File: config.mk
export PLATFORM = sky130hd
export DESIGN_NAME = conv2d_frame_sequencer_flat
export DESIGN_NICKNAME = d
export VERILOG_FILES = /design/src/rtl/conv2d_frame_sequencer_pkg.sv /design/src/rtl/conv2d_frame_sequencer_if.sv /design/src/rtl/conv2d_frame_sequencer.sv /design/src/flat_wrapper.sv
export SDC_FILE = /design/constraint.sdc
export NUM_CORES = 1
export LEC_CHECK = 0
export BUFFER_PORTS_ARGS = -buffer_cell sky130_fd_sc_hd__buf_2
export CAP_MARGIN = 30
export CORE_MARGIN = 5
export CORE_UTILIZATION = 45
export CTS_CLUSTER_DIAMETER = 80
export CTS_CLUSTER_SIZE = 24
export DETAILED_ROUTE_END_ITERATION = 8
export GPL_TIMING_DRIVEN = 0
export PLACE_DENSITY = 0.67
export SYNTH_ARGS = -nofsm -noshare
export SYNTH_HDL_FRONTEND = slang
export SYNTH_SLANG_ARGS = --single-unit
File: constraint.sdc
create_clock -name clk -period 2.1 [get_ports clk]
set_input_delay 0.42 -clock clk [delete_from_list [all_inputs] [get_ports clk]]
set_output_delay 0.42 -clock clk [all_outputs]
set_load 0.1 [all_outputs]
File: src/rtl/conv2d_frame_sequencer_pkg.sv
`default_nettype none
// +--------------------------------------------------------------------------+
// | Module      : conv2d_frame_sequencer_pkg                                  |
// | Description : Shared types and helpers for the conv2d frame sequencer:    |
// |               FSM state encoding and frame pixel-count helper.            |
// | Revision    : 1.0  initial release                                        |
// +--------------------------------------------------------------------------+
package conv2d_frame_sequencer_pkg;

  // Frame sequencer states; encoding is fixed so it can be observed on debug taps.
  typedef enum logic [1:0] {
    IDLE  = 2'd0,
    FEED  = 2'd1,
    DRAIN = 2'd2,
    DONE  = 2'd3
  } seq_state_t;

  // Number of pixels in one frame.
  function automatic int npix(input int img_w, input int img_h);
    return img_w * img_h;
  endfunction

endpackage
`default_nettype wire

File: src/rtl/conv2d_frame_sequencer_if.sv
`default_nettype none
// +--------------------------------------------------------------------------+
// | Module      : conv2d_frame_sequencer_if                                   |
// | Description : Frame RAM read port plus pixel stream to / count pulses    |
// |               from the 3x3 conv core.                                    |
// | Revision    : 1.0  initial release                                        |
// +--------------------------------------------------------------------------+
interface conv2d_frame_sequencer_if #(
  parameter int ADDR_W     = 14,
  parameter int PIXEL_BITS = 8
);
  logic                  mem_rd_en;
  logic [ADDR_W-1:0]     mem_addr;
  logic [PIXEL_BITS-1:0] mem_rd_data;
  logic [PIXEL_BITS-1:0] pixel_in;
  logic                  pixel_valid;
  logic                  core_out_vld;

  // Sequencer side: issues RAM reads, drives the pixel stream, counts core outputs.
  modport master (
    output mem_rd_en,
    output mem_addr,
    output pixel_in,
    output pixel_valid,
    input  mem_rd_data,
    input  core_out_vld
  );

  // RAM / core side.
  modport slave (
    input  mem_rd_en,
    input  mem_addr,
    input  pixel_in,
    input  pixel_valid,
    output mem_rd_data,
    output core_out_vld
  );
endinterface
`default_nettype wire

File: src/rtl/conv2d_frame_sequencer.sv
`default_nettype none
// +--------------------------------------------------------------------------+
// | Module      : conv2d_frame_sequencer                                      |
// | Description : Frame-level controller for the streaming 3x3 conv core.    |
// |               Reads one frame from a 1-cycle-latency RAM in raster order,|
// |               streams it to the core, counts core outputs and reports    |
// |               done or a timeout error.                                   |
// | Revision    : 1.0  initial release                                        |
// +--------------------------------------------------------------------------+
module conv2d_frame_sequencer
  import conv2d_frame_sequencer_pkg::*;
#(
  parameter int IMG_W      = 128,
  parameter int IMG_H      = 128,
  parameter int PIXEL_BITS = 8,
  parameter int ADDR_W     = 14,
  parameter int EXP_OUT    = (IMG_W - 2) * (IMG_H - 2),
  parameter int DRAIN_MAX  = IMG_W * 3
) (
  input  logic                     clk,
  input  logic                     rst_n,
  input  logic                     start,
  input  logic                     pause,
  output logic                     busy,
  output logic                     done,
  output logic                     timeout_err,
  output logic [15:0]              out_count,
  conv2d_frame_sequencer_if.master bus
);

  localparam int                NPIX       = npix(IMG_W, IMG_H);
  localparam logic [ADDR_W-1:0] LAST_ADDR  = ADDR_W'(NPIX - 1);
  localparam logic [15:0]       EXP_CNT    = 16'(EXP_OUT);
  localparam logic [15:0]       DRAIN_LAST = 16'(DRAIN_MAX - 1);

  seq_state_t        state;
  seq_state_t        state_next;
  logic [ADDR_W-1:0] addr;
  logic [ADDR_W-1:0] last_addr;
  logic [15:0]       drain_cnt;
  logic              pixel_valid_q;
  logic              rd_fire;
  logic              accept;
  logic              drain_expire;
  logic              counting;
  logic              count_hit;

  // Core outputs are only meaningful while a frame is in flight (FEED..DONE).
  assign counting  = (state != IDLE);
  assign count_hit = counting && bus.core_out_vld;

  // The address bus shows the live address on a read and otherwise the last one issued.
  assign bus.mem_rd_en   = rd_fire;
  assign bus.mem_addr    = rd_fire ? addr : last_addr;
  assign bus.pixel_valid = pixel_valid_q;
  // The RAM output register supplies the data in the pixel_valid cycle; zero the stream otherwise.
  assign bus.pixel_in    = pixel_valid_q ? bus.mem_rd_data : {PIXEL_BITS{1'b0}};

  // Next-state and per-state strobes.
  always_comb begin
    state_next   = state;
    rd_fire      = 1'b0;
    accept       = 1'b0;
    drain_expire = 1'b0;
    busy         = 1'b0;
    done         = 1'b0;
    case (state)
      IDLE: begin
        if (start) begin
          accept     = 1'b1;
          state_next = FEED;
        end
      end
      FEED: begin
        busy = 1'b1;
        if (!pause) begin
          rd_fire = 1'b1;
          if (addr == LAST_ADDR) begin
            state_next = DRAIN;
          end
        end
      end
      DRAIN: begin
        busy = 1'b1;
        // Reaching (or overshooting) the expected count ends the frame normally.
        if (out_count >= EXP_CNT) begin
          state_next = DONE;
        end else if (drain_cnt == DRAIN_LAST) begin
          drain_expire = 1'b1;
          state_next   = DONE;
        end
      end
      DONE: begin
        done       = 1'b1;
        state_next = IDLE;
      end
      default: state_next = IDLE;
    endcase
  end

  // State register.
  always_ff @(posedge clk or negedge rst_n) begin
    if (!rst_n) begin
      state <= IDLE;
    end else begin
      state <= state_next;
    end
  end

  // Read address counter and the held copy shown while no read is issued.
  always_ff @(posedge clk or negedge rst_n) begin
    if (!rst_n) begin
      addr      <= '0;
      last_addr <= '0;
    end else if (accept) begin
      addr <= '0;
    end else if (rd_fire) begin
      addr      <= addr + 1'b1;
      last_addr <= addr;
    end
  end

  // Drain cycle counter, held at zero outside DRAIN.
  always_ff @(posedge clk or negedge rst_n) begin
    if (!rst_n) begin
      drain_cnt <= '0;
    end else if (state != DRAIN) begin
      drain_cnt <= '0;
    end else begin
      drain_cnt <= drain_cnt + 16'd1;
    end
  end

  // Saturating output counter and sticky error flag, both cleared by an accepted start.
  always_ff @(posedge clk or negedge rst_n) begin
    if (!rst_n) begin
      out_count   <= '0;
      timeout_err <= 1'b0;
    end else if (accept) begin
      out_count   <= '0;
      timeout_err <= 1'b0;
    end else begin
      if (count_hit && (out_count != 16'hFFFF)) begin
        out_count <= out_count + 16'd1;
      end
      if ((count_hit && (out_count >= EXP_CNT)) || drain_expire) begin
        timeout_err <= 1'b1;
      end
    end
  end

  // Pixel qualifier trails the read strobe by one cycle to match RAM latency.
  always_ff @(posedge clk or negedge rst_n) begin
    if (!rst_n) begin
      pixel_valid_q <= 1'b0;
    end else begin
      pixel_valid_q <= rd_fire;
    end
  end

endmodule
`default_nettype wire

File: src/flat_wrapper.sv
// flat-port wrapper written by rule: the top's interface ports become plain ports
module conv2d_frame_sequencer_flat import conv2d_frame_sequencer_pkg::*;
#(
  parameter int IMG_W      = 128,
  parameter int IMG_H      = 128,
  parameter int PIXEL_BITS = 8,
  parameter int ADDR_W     = 14,
  parameter int EXP_OUT    = (IMG_W - 2) * (IMG_H - 2),
  parameter int DRAIN_MAX  = IMG_W * 3
)
  (clk, rst_n, start, pause, busy, done, timeout_err, out_count, bus_mem_rd_en, bus_mem_addr, bus_pixel_in, bus_pixel_valid, bus_mem_rd_data, bus_core_out_vld);
  conv2d_frame_sequencer_if #(.ADDR_W(ADDR_W), .PIXEL_BITS(PIXEL_BITS)) bus_i ();
  input  logic clk;
  input  logic rst_n;
  input  logic start;
  input  logic pause;
  output logic busy;
  output logic done;
  output logic timeout_err;
  output logic [15:0] out_count;
  output wire logic [$bits(bus_i.mem_rd_en)-1:0] bus_mem_rd_en;
  output wire logic [$bits(bus_i.mem_addr)-1:0] bus_mem_addr;
  output wire logic [$bits(bus_i.pixel_in)-1:0] bus_pixel_in;
  output wire logic [$bits(bus_i.pixel_valid)-1:0] bus_pixel_valid;
  input wire logic [$bits(bus_i.mem_rd_data)-1:0] bus_mem_rd_data;
  input wire logic [$bits(bus_i.core_out_vld)-1:0] bus_core_out_vld;
  assign bus_mem_rd_en = bus_i.mem_rd_en;
  assign bus_mem_addr = bus_i.mem_addr;
  assign bus_pixel_in = bus_i.pixel_in;
  assign bus_pixel_valid = bus_i.pixel_valid;
  assign bus_i.mem_rd_data = bus_mem_rd_data;
  assign bus_i.core_out_vld = bus_core_out_vld;
  conv2d_frame_sequencer #(.IMG_W(IMG_W), .IMG_H(IMG_H), .PIXEL_BITS(PIXEL_BITS), .ADDR_W(ADDR_W), .EXP_OUT(EXP_OUT), .DRAIN_MAX(DRAIN_MAX)) u_core (.clk(clk), .rst_n(rst_n), .start(start), .pause(pause), .busy(busy), .done(done), .timeout_err(timeout_err), .out_count(out_count), .bus(bus_i));
endmodule
# Word level (Yosys, flattened, before mapping)

Index checks and enable logic that the tools add are counted.

Bits of input ports: 13
Output and inout port bits: 43
Logic and storage cells: 57
Flip-flop bits (word level): 64

Multiplexer cells: 24
Add/subtract/negate cells: 3
Equality and inequality tests: 11
Magnitude comparators: 1
Reductions and logical operators: 11

Operators with widths:

| operator              | number |
|---|---|
| $mux 16               | 3 |
| $mux 14               | 3 |
| $add 16x1->16 const B | 2 |
| $eq 16x9->1 const B   | 1 |
| $ge 16x14->1 const B  | 1 |
| $ne 16x16->1 const B  | 1 |
| $add 14x1->14 const B | 1 |
| $eq 14x14->1 const B  | 1 |
| $mux 1                | 11 |
| $mux 2                | 5 |
| $mux 8                | 1 |
| $pmux 2 s4            | 1 |
| $reduce_bool 2->1     | 4 |
| $ne 2x2->1 const B    | 3 |
| $eq 2x2->1 const B    | 2 |
| $reduce_and 4->1      | 1 |
| $logic_and 1x1->1     | 3 |
| $ne 3x1->1 const B    | 1 |
| $eq 2x1->1 const B    | 1 |
| $logic_not 2->1       | 1 |
| $ne 2x1->1 const B    | 1 |
| $reduce_or 2->1       | 1 |
| $logic_or 1x1->1      | 1 |

# Longest topological paths before layout

Depth in word-level cells: 7
Mapped depth: 8
Depth with buffers taken out: 7

# Worst setup path before layout

No wires, ideal clock.

Path type: register to output
Start: register u_core.state[1]
End: output bus_mem_addr[11]
Arrival: 2.107 ns
Path buffers: 2
Path slack: -0.427 ns
Stages on the path, launching flop included: 7
Cells stage by stage: dfrtp_1 -> inv_1 -> ha_1 -> nor2b_1 -> clkbuf_1 -> buf_2 -> mux2_2

Word-level cells in the longest chain between the ends: 3

Ends and longest elaborated chain:

| item                    | line                          | source |
|---|---|---|
| from (decl)             | conv2d_frame_sequencer.sv:36  | `seq_state_t state;` |
| from (signal assigned)  | conv2d_frame_sequencer.sv:106 | `state <= state_next;` |
| $eq 2x1->1              | conv2d_frame_sequencer.sv:67  | `case (state)` |
| $mux 1                  | conv2d_frame_sequencer.sv:67  |  |
| named net bus_mem_rd_en | flat_wrapper.sv:21            | `output wire logic [$bits(bus_i.mem_rd_en)-1:0] bus_mem_rd_en;` |
| $mux 14                 | conv2d_frame_sequencer.sv:54  | `assign bus.mem_addr = rd_fire ? addr : last_addr;` |
| to (decl)               | flat_wrapper.sv:22            | `output wire logic [$bits(bus_i.mem_addr)-1:0] bus_mem_addr;` |

The timed path passes the listed nets, and every way through them passes these cells.

# Final worst setup path

Start: register u_core.state[1]
End: output bus_mem_addr[7]

Word-level cells in the longest chain between the ends: 3

Ends and longest elaborated chain:

| item       | line |
|---|---|
| $eq 2x1->1 | conv2d_frame_sequencer.sv:67 |
| $mux 1     | conv2d_frame_sequencer.sv:67 |
| $mux 14    | conv2d_frame_sequencer.sv:54 |

No other way between the ends.

==> flow_metrics.env <==
export IMPL_hold_buffers=0
export IMPL_ir_drop_uv=1520
export IMPL_p_sw_share_pct=48.0
export IMPL_synth_top_family_by_area="simple AND/OR/NAND/NOR gates"
export IMPL_power_switching_mw=2.79
export IMPL_met2_usage_pct=29.9
export IMPL_dpl_hpwl_um=5110
export IMPL_p_per_area_nw_per_um2=1300
export IMPL_start_kind="flip-flop"
export IMPL_combPwrFrac_pct=54.6
export IMPL_clk_path_buf_depth=2
export IMPL_synth_ff_latch_count=64
export IMPL_fin_crit_ns=2.36
export IMPL_crit_family="buffers and inverters"
export IMPL_place_congestion=0.837
export IMPL_area_growth_pct=32.8
export IMPL_relSlewSlack_pct=44.8
export IMPL_drt_wl_total_um=7900
export IMPL_min_path_type="in -> async"
export IMPL_layout_nets=422
export IMPL_drt_wirelength_per_cell_um=15.6
export IMPL_path_max_fanout=5
export IMPL_synth_top_cell_by_area="dfrtp_1"
export IMPL_slew_violations=0
export IMPL_vias=2714
export IMPL_crit_required_ns=1.68
export IMPL_tns_ns=-2.77
export IMPL_use_met3_pct=4.18
export IMPL_antenna_cells=0
export IMPL_synth_edf_count=0
export IMPL_yosysUniqueCellTypes=44
export IMPL_layout_drive_gt1_share_pct=37.4
export IMPL_cp_slowest_cell="dfrtp_1"
export IMPL_yosys_area_share_adder_pct=2.98
export IMPL_synth_most_common_cell="dfrtp_1"
export IMPL_fin_util_pct=61.5
export IMPL_synthSimpleGateAreaFrac_pct=23.7
export IMPL_critPathMaxStageDelay_ns=0.40
export IMPL_grt_pass1_vias=2666
export IMPL_viasPerCell=5.37
export IMPL_coreArea_um2=7250
export IMPL_cap_violations=0
export IMPL_yosysTopAreaCellShare_pct=47.7
export IMPL_cts_buffers=9
export IMPL_cp_arrival_ns=1.94
export IMPL_io_pins=56
export IMPL_yosysWarnings=0
export IMPL_io_buffers=55
export IMPL_critPathBufInv=5
export IMPL_die_area_um2=9290
export IMPL_p_int_mw=3.02
export IMPL_end_kind="output port"
export IMPL_clk_pin_slew_ns=0.08
export IMPL_leakage_nw=2.08
export IMPL_row_count=31
export IMPL_synth_xor_xnor_area_share_pct=9.12
export IMPL_fmax_ghz=0.424
export IMPL_syn_mean_instance_area_um2=10.4
export IMPL_syn_num_nets=343
export IMPL_use_met1_pct=22.7
export IMPL_synth_area_leaders="dfrtp_1, mux2_2, xnor2_1, nor2_1, xor2_1"
export IMPL_busiest_layer="met2"
export IMPL_ant_nets=0
export IMPL_holdWs_ns=0.156
export IMPL_rsz0062_at_grt="true"
export IMPL_clk_latency_ns=0.34
export IMPL_worst_pin_slew_ns=0.828
export IMPL_dr_pass1_iters=4
export IMPL_synth_common_cells="dfrtp_1, nor2_1, mux2_2"
export IMPL_route_detailed_drc=0
export IMPL_finalWorstSetupSlack_ns=-0.260
export IMPL_cts_max_level=3
export IMPL_antenna_found_initial=0
export IMPL_dr_first_iter_drc_count=143
export IMPL_cts_tree="built"
export IMPL_track_usage_pct=17.9
export IMPL_pwr_share_clk_pct=17.4
export IMPL_grt_max_degree=65
export IMPL_synth_cells=322
export IMPL_die_x_um=96.4
export IMPL_hold_viol=0
export IMPL_initial_core_util_pct=46.3
export IMPL_seqPwrFrac_pct=27.9
export IMPL_cts_sinks=64
export IMPL_cp_common_cell="buf_12"
export IMPL_setup_viol=15
export IMPL_clock_skew_ns=0.0125
export IMPL_fill_cells=617
export IMPL_muxShareOfSynthArea_pct=9.57
export IMPL_path_cells="inv_2, ha_4, nor2b_4, buf_6, buf_12, buf_8, mux2_4, buf_12"
export IMPL_finalCritPeriodShare_pct=112
export IMPL_status="finished with violations"
export IMPL_synth_area_um2=3360
export IMPL_path_class="reg -> out"
export IMPL_synth_compound_area_share_pct=4.92
export IMPL_fp_dieH_um=96.4
export IMPL_synth_ff_type="dfrtp_1"
export IMPL_cts_root_buf="clkbuf_8"
export IMPL_async_flop_share_pct=100
export IMPL_ys_seq_area_share_pct=47.7
export IMPL_grt_pass1_wl_um=12800
export IMPL_overflow=0
export IMPL_violations="negative setup slack"
[area by class of cell]
| type | count | area (um^2) | share of cell area [%] |
|---|---|---|---|
| sequential | 64 | 1630 | 36.5 |
| buffer | 11 | 86.3 | 1.93 |
| clock inverter | 4 | 45.0 | 1.01 |
| tap | 99 | 124 | 2.78 |
| clock buffer | 12 | 135 | 3.03 |
| multi-input combinational | 243 | 1800 | 40.3 |
| timing repair buffer | 68 | 632 | 14.2 |
| inverter | 4 | 15.0 | 0.336 |
[worst paths after layout]
path	start	endpoint	slack [ns]	depth (start not counted)
worst max-delay path	u_core.state[1]$_DFFE_PN0P_	bus_mem_addr[7]	-0.26	8
worst min-delay path	rst_n	u_core.drain_cnt[15]$_DFF_PN0_	0.16	1
worst max register to register	u_core.drain_cnt[7]$_DFF_PN0_	u_core.state[1]$_DFFE_PN0P_	0.09	5
worst min register to register	u_core.drain_cnt[0]$_DFF_PN0_	u_core.drain_cnt[0]$_DFF_PN0_	0.46	1
max in group asynchronous	rst_n	u_core.out_count[9]$_DFFE_PN0P_	1.29	1
min in group clk	u_core.drain_cnt[0]$_DFF_PN0_	u_core.drain_cnt[0]$_DFF_PN0_	0.46	1
[metrics by stage]
stage / setup WS (ns) / instance area (um^2) / total power, mW / cells
6_report: -0.260 / 4460 / 5.82 / 505
5_1_grt: -0.339 / 4460 / 6.08 / 505
4_1_cts: -0.282 / 4430 / 5.78 / 503
3_5_place_dp: -0.383 / 3810 / 4.20 / 476
3_3_place_gp: -0.356 / 3810 / 4.16 / 476
2_1_floorplan: -0.132 / 3410 / 3.75 / 322
[registers in the layout, summed over array words and instances, names as in the netlist]
register,cells
u_core.drain_cnt,16
u_core.last_addr,14
u_core.addr,14
u_core.bus.pixel_valid,1
u_core.timeout_err,1
u_core.out_count,16
u_core.state,2
[kinds of logic after synthesis]
| logic type | count (synthesis) |
|---|---|
| buffers and inverters | 15 |
| AND/OR/NAND/NOR | 147 |
| flip-flops | 64 |
| XOR/XNOR | 35 |
| multiplexers | 29 |
| AO/OA/AOI/OAI | 24 |
| adder cells (fa/ha/maj) | 8 |
[per-layer routing]
metal | up-vias | part of all wire, %
met5 | - | 0
met1 | 1349 | 44
met4 | 0 | 1.3
li1 | 1288 | -
met2 | 68 | 49
met3 | 9 | 5.9
[worst register-to-register path, delay by kind of cell, from the launching register on]
family	cells	cell delay, ns
multiplexers	1	0.33
flip-flops	1	0.44
AO/OA/AOI/OAI	1	0.32
AND/OR/NAND/NOR	3	0.81
[power groups by stage]
stage	clock, mW	sequential [mW]	combinational [mW]
after CTS	1.04	1.62	3.11
after floorplan	0	2.06	1.70
final	1.01	1.63	3.18
after global placement	0	1.63	2.52
after global routing	1.10	1.65	3.33
after detailed placement	0	1.65	2.55
[what timing repair did]
| action | CTS | global route |
|---|---|---|
| pin swaps | 0 | 2 |
| gates resized for setup | 86 | 11 |
| setup buffers | 10 | 3 |
| setup endpoints to repair | 24 | 21 |
| gates cloned | 1 | 0 |
[placed cells by master (no fill, tap or decap), drive strengths merged, types with 6 or more instances in the layout]
cell,n
buf,73
dfrtp,64
nor2,40
mux2,25
nand2,20
and2,20
xnor2,19
clkbuf,18
xor2,16
nand3,14
nand4,13
ha,8
a21oi,7
nor3,7
and3,6
Note: power is estimated with default switching activity, not from simulation.
